===== config.mk =====
export PLATFORM = sky130hd
export DESIGN_NAME = morse_char_sequencer
export DESIGN_NICKNAME = d
export VERILOG_FILES = /design/src/rtl/morse_char_sequencer.sv
export SDC_FILE = /design/constraint.sdc
export NUM_CORES = 1
export LEC_CHECK = 0
export CORE_MARGIN = 2
export CORE_UTILIZATION = 40
export CTS_BUF_LIST = sky130_fd_sc_hd__clkbuf_16
export CTS_CLUSTER_SIZE = 10
export DETAILED_ROUTE_END_ITERATION = 6
export PLACE_DENSITY = 0.63
export SLEW_MARGIN = 20
export SYNTH_ARGS = -nofsm -noshare
export SYNTH_HDL_FRONTEND = slang
export SYNTH_SLANG_ARGS = --single-unit

===== constraint.sdc =====
create_clock -name clk -period 4.87 [get_ports clk]
set_input_delay 1.2175 -clock clk [delete_from_list [all_inputs] [get_ports clk]]
set_output_delay 1.2175 -clock clk [all_outputs]
set_load 0.01 [all_outputs]

===== src/rtl/morse_char_sequencer.sv =====
// Expands one character code into ITU Morse dot/dash/space strobes for the
// translator FSM, spacing consecutive strobes exactly GAP_CYCLES apart.
module morse_char_sequencer #(
    parameter int GAP_CYCLES = 4
) (
    input  logic       clk,
    input  logic       rst,
    input  logic       char_valid,
    input  logic [5:0] char_code,
    output logic       char_ready,
    output logic       dot_out,
    output logic       dash_out,
    output logic       char_space_out,
    output logic       word_space_out,
    output logic       busy,
    output logic       err
);

    typedef enum logic [2:0] {IDLE, ELEM, GAP, CSPACE, WSPACE, ERR} state_t;

    state_t     state_q, state_d;
    logic [4:0] pat_q, pat_d;
    logic [2:0] rem_q, rem_d;
    logic [7:0] gap_q, gap_d;
    logic       sp_q, sp_d;
    logic       dot_q, dot_d, dash_q, dash_d, cs_q, cs_d, ws_q, ws_d, err_q, err_d;
    logic [2:0] rom_len;
    logic [4:0] rom_raw, rom_pat;
    logic       accept;

    assign accept = char_valid && (state_q == IDLE);

    // ROM holds patterns right-aligned (last element in bit 0); 1 = dash
    always_comb begin
        {rom_len, rom_raw} = 8'd0;
        case (char_code)
            6'd0:  {rom_len, rom_raw} = {3'd2, 5'b00001}; // A
            6'd1:  {rom_len, rom_raw} = {3'd4, 5'b01000}; // B
            6'd2:  {rom_len, rom_raw} = {3'd4, 5'b01010}; // C
            6'd3:  {rom_len, rom_raw} = {3'd3, 5'b00100}; // D
            6'd4:  {rom_len, rom_raw} = {3'd1, 5'b00000}; // E
            6'd5:  {rom_len, rom_raw} = {3'd4, 5'b00010}; // F
            6'd6:  {rom_len, rom_raw} = {3'd3, 5'b00110}; // G
            6'd7:  {rom_len, rom_raw} = {3'd4, 5'b00000}; // H
            6'd8:  {rom_len, rom_raw} = {3'd2, 5'b00000}; // I
            6'd9:  {rom_len, rom_raw} = {3'd4, 5'b00111}; // J
            6'd10: {rom_len, rom_raw} = {3'd3, 5'b00101}; // K
            6'd11: {rom_len, rom_raw} = {3'd4, 5'b00100}; // L
            6'd12: {rom_len, rom_raw} = {3'd2, 5'b00011}; // M
            6'd13: {rom_len, rom_raw} = {3'd2, 5'b00010}; // N
            6'd14: {rom_len, rom_raw} = {3'd3, 5'b00111}; // O
            6'd15: {rom_len, rom_raw} = {3'd4, 5'b00110}; // P
            6'd16: {rom_len, rom_raw} = {3'd4, 5'b01101}; // Q
            6'd17: {rom_len, rom_raw} = {3'd3, 5'b00010}; // R
            6'd18: {rom_len, rom_raw} = {3'd3, 5'b00000}; // S
            6'd19: {rom_len, rom_raw} = {3'd1, 5'b00001}; // T
            6'd20: {rom_len, rom_raw} = {3'd3, 5'b00001}; // U
            6'd21: {rom_len, rom_raw} = {3'd4, 5'b00001}; // V
            6'd22: {rom_len, rom_raw} = {3'd3, 5'b00011}; // W
            6'd23: {rom_len, rom_raw} = {3'd4, 5'b01001}; // X
            6'd24: {rom_len, rom_raw} = {3'd4, 5'b01011}; // Y
            6'd25: {rom_len, rom_raw} = {3'd4, 5'b01100}; // Z
            6'd26: {rom_len, rom_raw} = {3'd5, 5'b11111}; // 0
            6'd27: {rom_len, rom_raw} = {3'd5, 5'b01111}; // 1
            6'd28: {rom_len, rom_raw} = {3'd5, 5'b00111}; // 2
            6'd29: {rom_len, rom_raw} = {3'd5, 5'b00011}; // 3
            6'd30: {rom_len, rom_raw} = {3'd5, 5'b00001}; // 4
            6'd31: {rom_len, rom_raw} = {3'd5, 5'b00000}; // 5
            6'd32: {rom_len, rom_raw} = {3'd5, 5'b10000}; // 6
            6'd33: {rom_len, rom_raw} = {3'd5, 5'b11000}; // 7
            6'd34: {rom_len, rom_raw} = {3'd5, 5'b11100}; // 8
            6'd35: {rom_len, rom_raw} = {3'd5, 5'b11110}; // 9
            default: {rom_len, rom_raw} = 8'd0;
        endcase
        // left-align so the current element is always pat[4]
        rom_pat = rom_raw << (3'd5 - rom_len);
    end

    always_ff @(posedge clk or negedge rst) begin
        if (!rst) begin
            state_q <= IDLE;
            pat_q   <= '0;
            rem_q   <= '0;
            gap_q   <= '0;
            sp_q    <= 1'b0;
            dot_q   <= 1'b0;
            dash_q  <= 1'b0;
            cs_q    <= 1'b0;
            ws_q    <= 1'b0;
            err_q   <= 1'b0;
        end else begin
            state_q <= state_d;
            pat_q   <= pat_d;
            rem_q   <= rem_d;
            gap_q   <= gap_d;
            sp_q    <= sp_d;
            dot_q   <= dot_d;
            dash_q  <= dash_d;
            cs_q    <= cs_d;
            ws_q    <= ws_d;
            err_q   <= err_d;
        end
    end

    always_comb begin
        state_d = state_q;
        pat_d   = pat_q;
        rem_d   = rem_q;
        gap_d   = gap_q;
        sp_d    = sp_q;
        case (state_q)
            IDLE: if (accept) begin
                sp_d = 1'b0;
                if (char_code < 6'd36) begin
                    state_d = ELEM;
                    pat_d   = rom_pat;
                    rem_d   = rom_len;
                end else if (char_code == 6'd36) begin
                    state_d = WSPACE;
                end else begin
                    state_d = ERR;
                end
            end
            ELEM: begin
                pat_d   = pat_q << 1;
                rem_d   = rem_q - 3'd1;
                gap_d   = 8'(GAP_CYCLES - 1);
                state_d = GAP;
            end
            GAP: begin
                // leaving at count 1 gives GAP_CYCLES-1 silent cycles
                if (gap_q <= 8'd1) begin
                    gap_d = 8'd0;
                    if (sp_q)              state_d = IDLE;
                    else if (rem_q != 3'd0) state_d = ELEM;
                    else                   state_d = CSPACE;
                end else begin
                    gap_d = gap_q - 8'd1;
                end
            end
            CSPACE, WSPACE: begin
                sp_d    = 1'b1;
                gap_d   = 8'(GAP_CYCLES - 1);
                state_d = GAP;
            end
            ERR:     state_d = IDLE;
            default: state_d = IDLE;
        endcase
    end

    // strobes are decoded from the next state so they appear as flop outputs
    always_comb begin
        dot_d  = (state_d == ELEM) && !pat_d[4];
        dash_d = (state_d == ELEM) &&  pat_d[4];
        cs_d   = (state_d == CSPACE);
        ws_d   = (state_d == WSPACE);
        err_d  = (state_d == ERR);
    end

    assign char_ready     = (state_q == IDLE);
    assign busy           = !char_ready;
    assign dot_out        = dot_q;
    assign dash_out       = dash_q;
    assign char_space_out = cs_q;
    assign word_space_out = ws_q;
    assign err            = err_q;

endmodule


==> metrics.yaml <==
final_nets: 263
grt_max_degree: 26
fin_skew_ns: 0.00486
cp-start-kind: "primary input"
root_buffer: "clkbuf_16"
start_util_pct: 41.1
clkSinkCount: 25
crit_type: "primary input to flop"
area_growth_pct: 14.4
arrival_ns: 3.81
cts_buffers: 3
total_power_mw: 1.13
setup_tns_ns: 0
drcViolationCount: 0
ys_seq_area_share_pct: 32.5
powerDensity_mw_per_mm2: 511
vias_per_cell: 5.76
route.met3.wl_um: 155
cpMostUsedCell: "nor2_1"
hpwl_um: 3140
cts_resized: 0
gp_congestion: 0.946
ys_ff_latch: 25
post-cts-setup-buffer-count: 0
ys_warn_count: 0
synth_area_mm2: 0.00193
path_buf_inv: 2
async_reset_ff_share_pct: 100
synth_top_area_share_pct: 32.5
final-setup-viol-count: 0
min_period_over_period_pct: 75.2
synth-edff-count: 0
die-area_mm2: 0.00539
wl_um: 4300
path_delay_family: "buffers and inverters"
nFillCells: 466
yosysTopAreaCell: "dfrtp_1"
synth_ff_type: "dfrtp_1"
crit_path_top_delay_cell: "clkdlybuf4s50_1"
grt_pass1_wl_um: 7510
drtIter0Drc: 95
rsz0062_at_grt: "false"
leakagePower_nw: 0.970
m1WireLength_um: 2040
min_period_ns: 3.66
io_buffers: 15
num_antenna_cells: 0
tightest_slew_ns: 0.720
antenna_found_initial: 0
die_w_um: 73.4
io_pins: 16
endpoint_kind: "flop"
yosysMostFrequentCell: "dfrtp_1"
clk_latency_ns: 0.26
slew-limit-headroom_pct: 51.8
power.ir.vdd_worst_v: 0.000216
cp_cell_sequence: "clkdlybuf4s50_1, inv_1, ha_1, nor2_1, o22ai_1, a211o_1, nor2_1, o2111ai_1, and4b_1"
max_stage_delay_ns: 0.72
htree_levels: 1
wl_per_cell_um: 14.5
post_route_cells_drive_above_1_share_pct: 7.02
cts_tree: "yes"
firstDrtPassIters: 5
drv_cap: 0
grt_use_total_pct: 17.4
grt_overflow: 0
synth_cells: 231
status: "complete, no violations"
maxSlewViolCount: 0
cts-hold-fix-buffers: 0
core_mm2: 0.00469
clk_pin_slew_ns: 0.06
synth_nets: 251
syn_avg_cell_area_um2: 8.34
synth.distinct_cells: 53
r2r_slack_ns: 2.29
fmax_mhz: 273
die_height_um: 73.4
vias: 1706
row_count: 25
hold_class: "flop to flop"
synth_top_cells_by_area: "dfrtp_1 (32%), ha_1 (7.1%), mux2i_1 (5.2%), nand2_1 (4.7%), nand3_1 (3.6%)"
clockBufferDepth: 2
netlist_top_cells_count: "dfrtp_1 (25), nand2_1 (24), nor2_1 (18)"
drtAntennaViolNets: 0
hold_violations: 0
top_layer: "met4"
cp_max_fo: 12
grt_pass1_vias: 1622
wl_met2_um: 2070
cp_data_required_time_ns: 5.02
## flip-flops by register name, summed over array words and instances (netlist names)
register and count:
sp_q 1, dash_out 1, gap_q 8, char_space_out 1, pat_q 5, err 1, state_q 3, dot_out 1
rem_q 3, word_space_out 1
## kinds of logic (layout without fill, tap and decap cells)
logic type,after synthesis,after routing,synth area share (%)
AND/OR/NAND/NOR,93,93,24.6
AO/OA/AOI/OAI,60,60,22.7
adder cells (fa/ha/maj),11,11,7.14
buffers and inverters,27,38,5.52
multiplexers,11,11,5.78
XOR/XNOR,4,4,1.82
flip-flops,25,25,32.5
## stage by stage
step	cells	util, %	hold slack (ns)	setup slack [ns]	area, um2
after floorplan	231	-	0.456	1.88	1930
after global placement	292	45.2	0.470	0.955	2120
after detailed placement	292	45.2	0.473	0.951	2120
after CTS	296	47.0	0.493	1.23	2200
after global routing	296	47.0	0.521	1.03	2200
final	296	47.0	0.492	1.21	2200
## power breakdown
group          switching (mW)  internal, mW
clock                  0.0770         0.112
sequential             0.0843         0.292
combinational           0.310         0.251
## worst min-delay path, cell delays in order, from the launching register on
cell	delay, ns
dfrtp_1	0.34
nand2_1	0.05
o221ai_1	0.06
## final timing paths
path | cells past startpoint | startpoint | endpoint
worst min-delay path | 2 | rem_q[1]$_DFFE_PN0P_ | rem_q[1]$_DFFE_PN0P_
min in group asynchronous | 2 | rst | gap_q[6]$_DFFE_PN0P_
worst max register to register | 6 | state_q[0]$_DFF_PN0_ | dot_out$_DFF_PN0_
worst max-delay path | 9 | char_code[0] | dot_out$_DFF_PN0_
max in group asynchronous | 2 | rst | dot_out$_DFF_PN0_
worst min register to register | 2 | rem_q[1]$_DFFE_PN0P_ | rem_q[1]$_DFFE_PN0P_
## final cells by class
cell class	count	area [um2]	share of cell area [%]
inverters	16	60.1	2.73
flip-flops and latches	25	626	28.4
clock buffers	3	75.1	3.41
well taps	54	67.6	3.07
multi-input cells	179	1190	54.2
repair buffers	18	173	7.84
clock inverters	1	7.51	0.341
## layer usage
metal / up-vias / GRT usage [%]
li1: 866 / -
met1: 809 / 23.6
met4: 0 / 3.64
met5: - / 0
met3: 4 / 3.16
met2: 27 / 29.0
## cell usage in the layout, fill, tap and decap left out, types with 8 or more instances in the layout
master	netlist	routed
nand2_1	24	24
nor2_1	18	18
a21oi_1	9	9
mux2i_1	10	10
inv_1	16	16
clkdlybuf4s50_1	0	15
dfrtp_1	25	25
ha_1	11	11
nand3_1	14	14
o21ai_0	12	12
nor3_1	8	8
No activity file was read; power rests on OpenSTA's default activity.
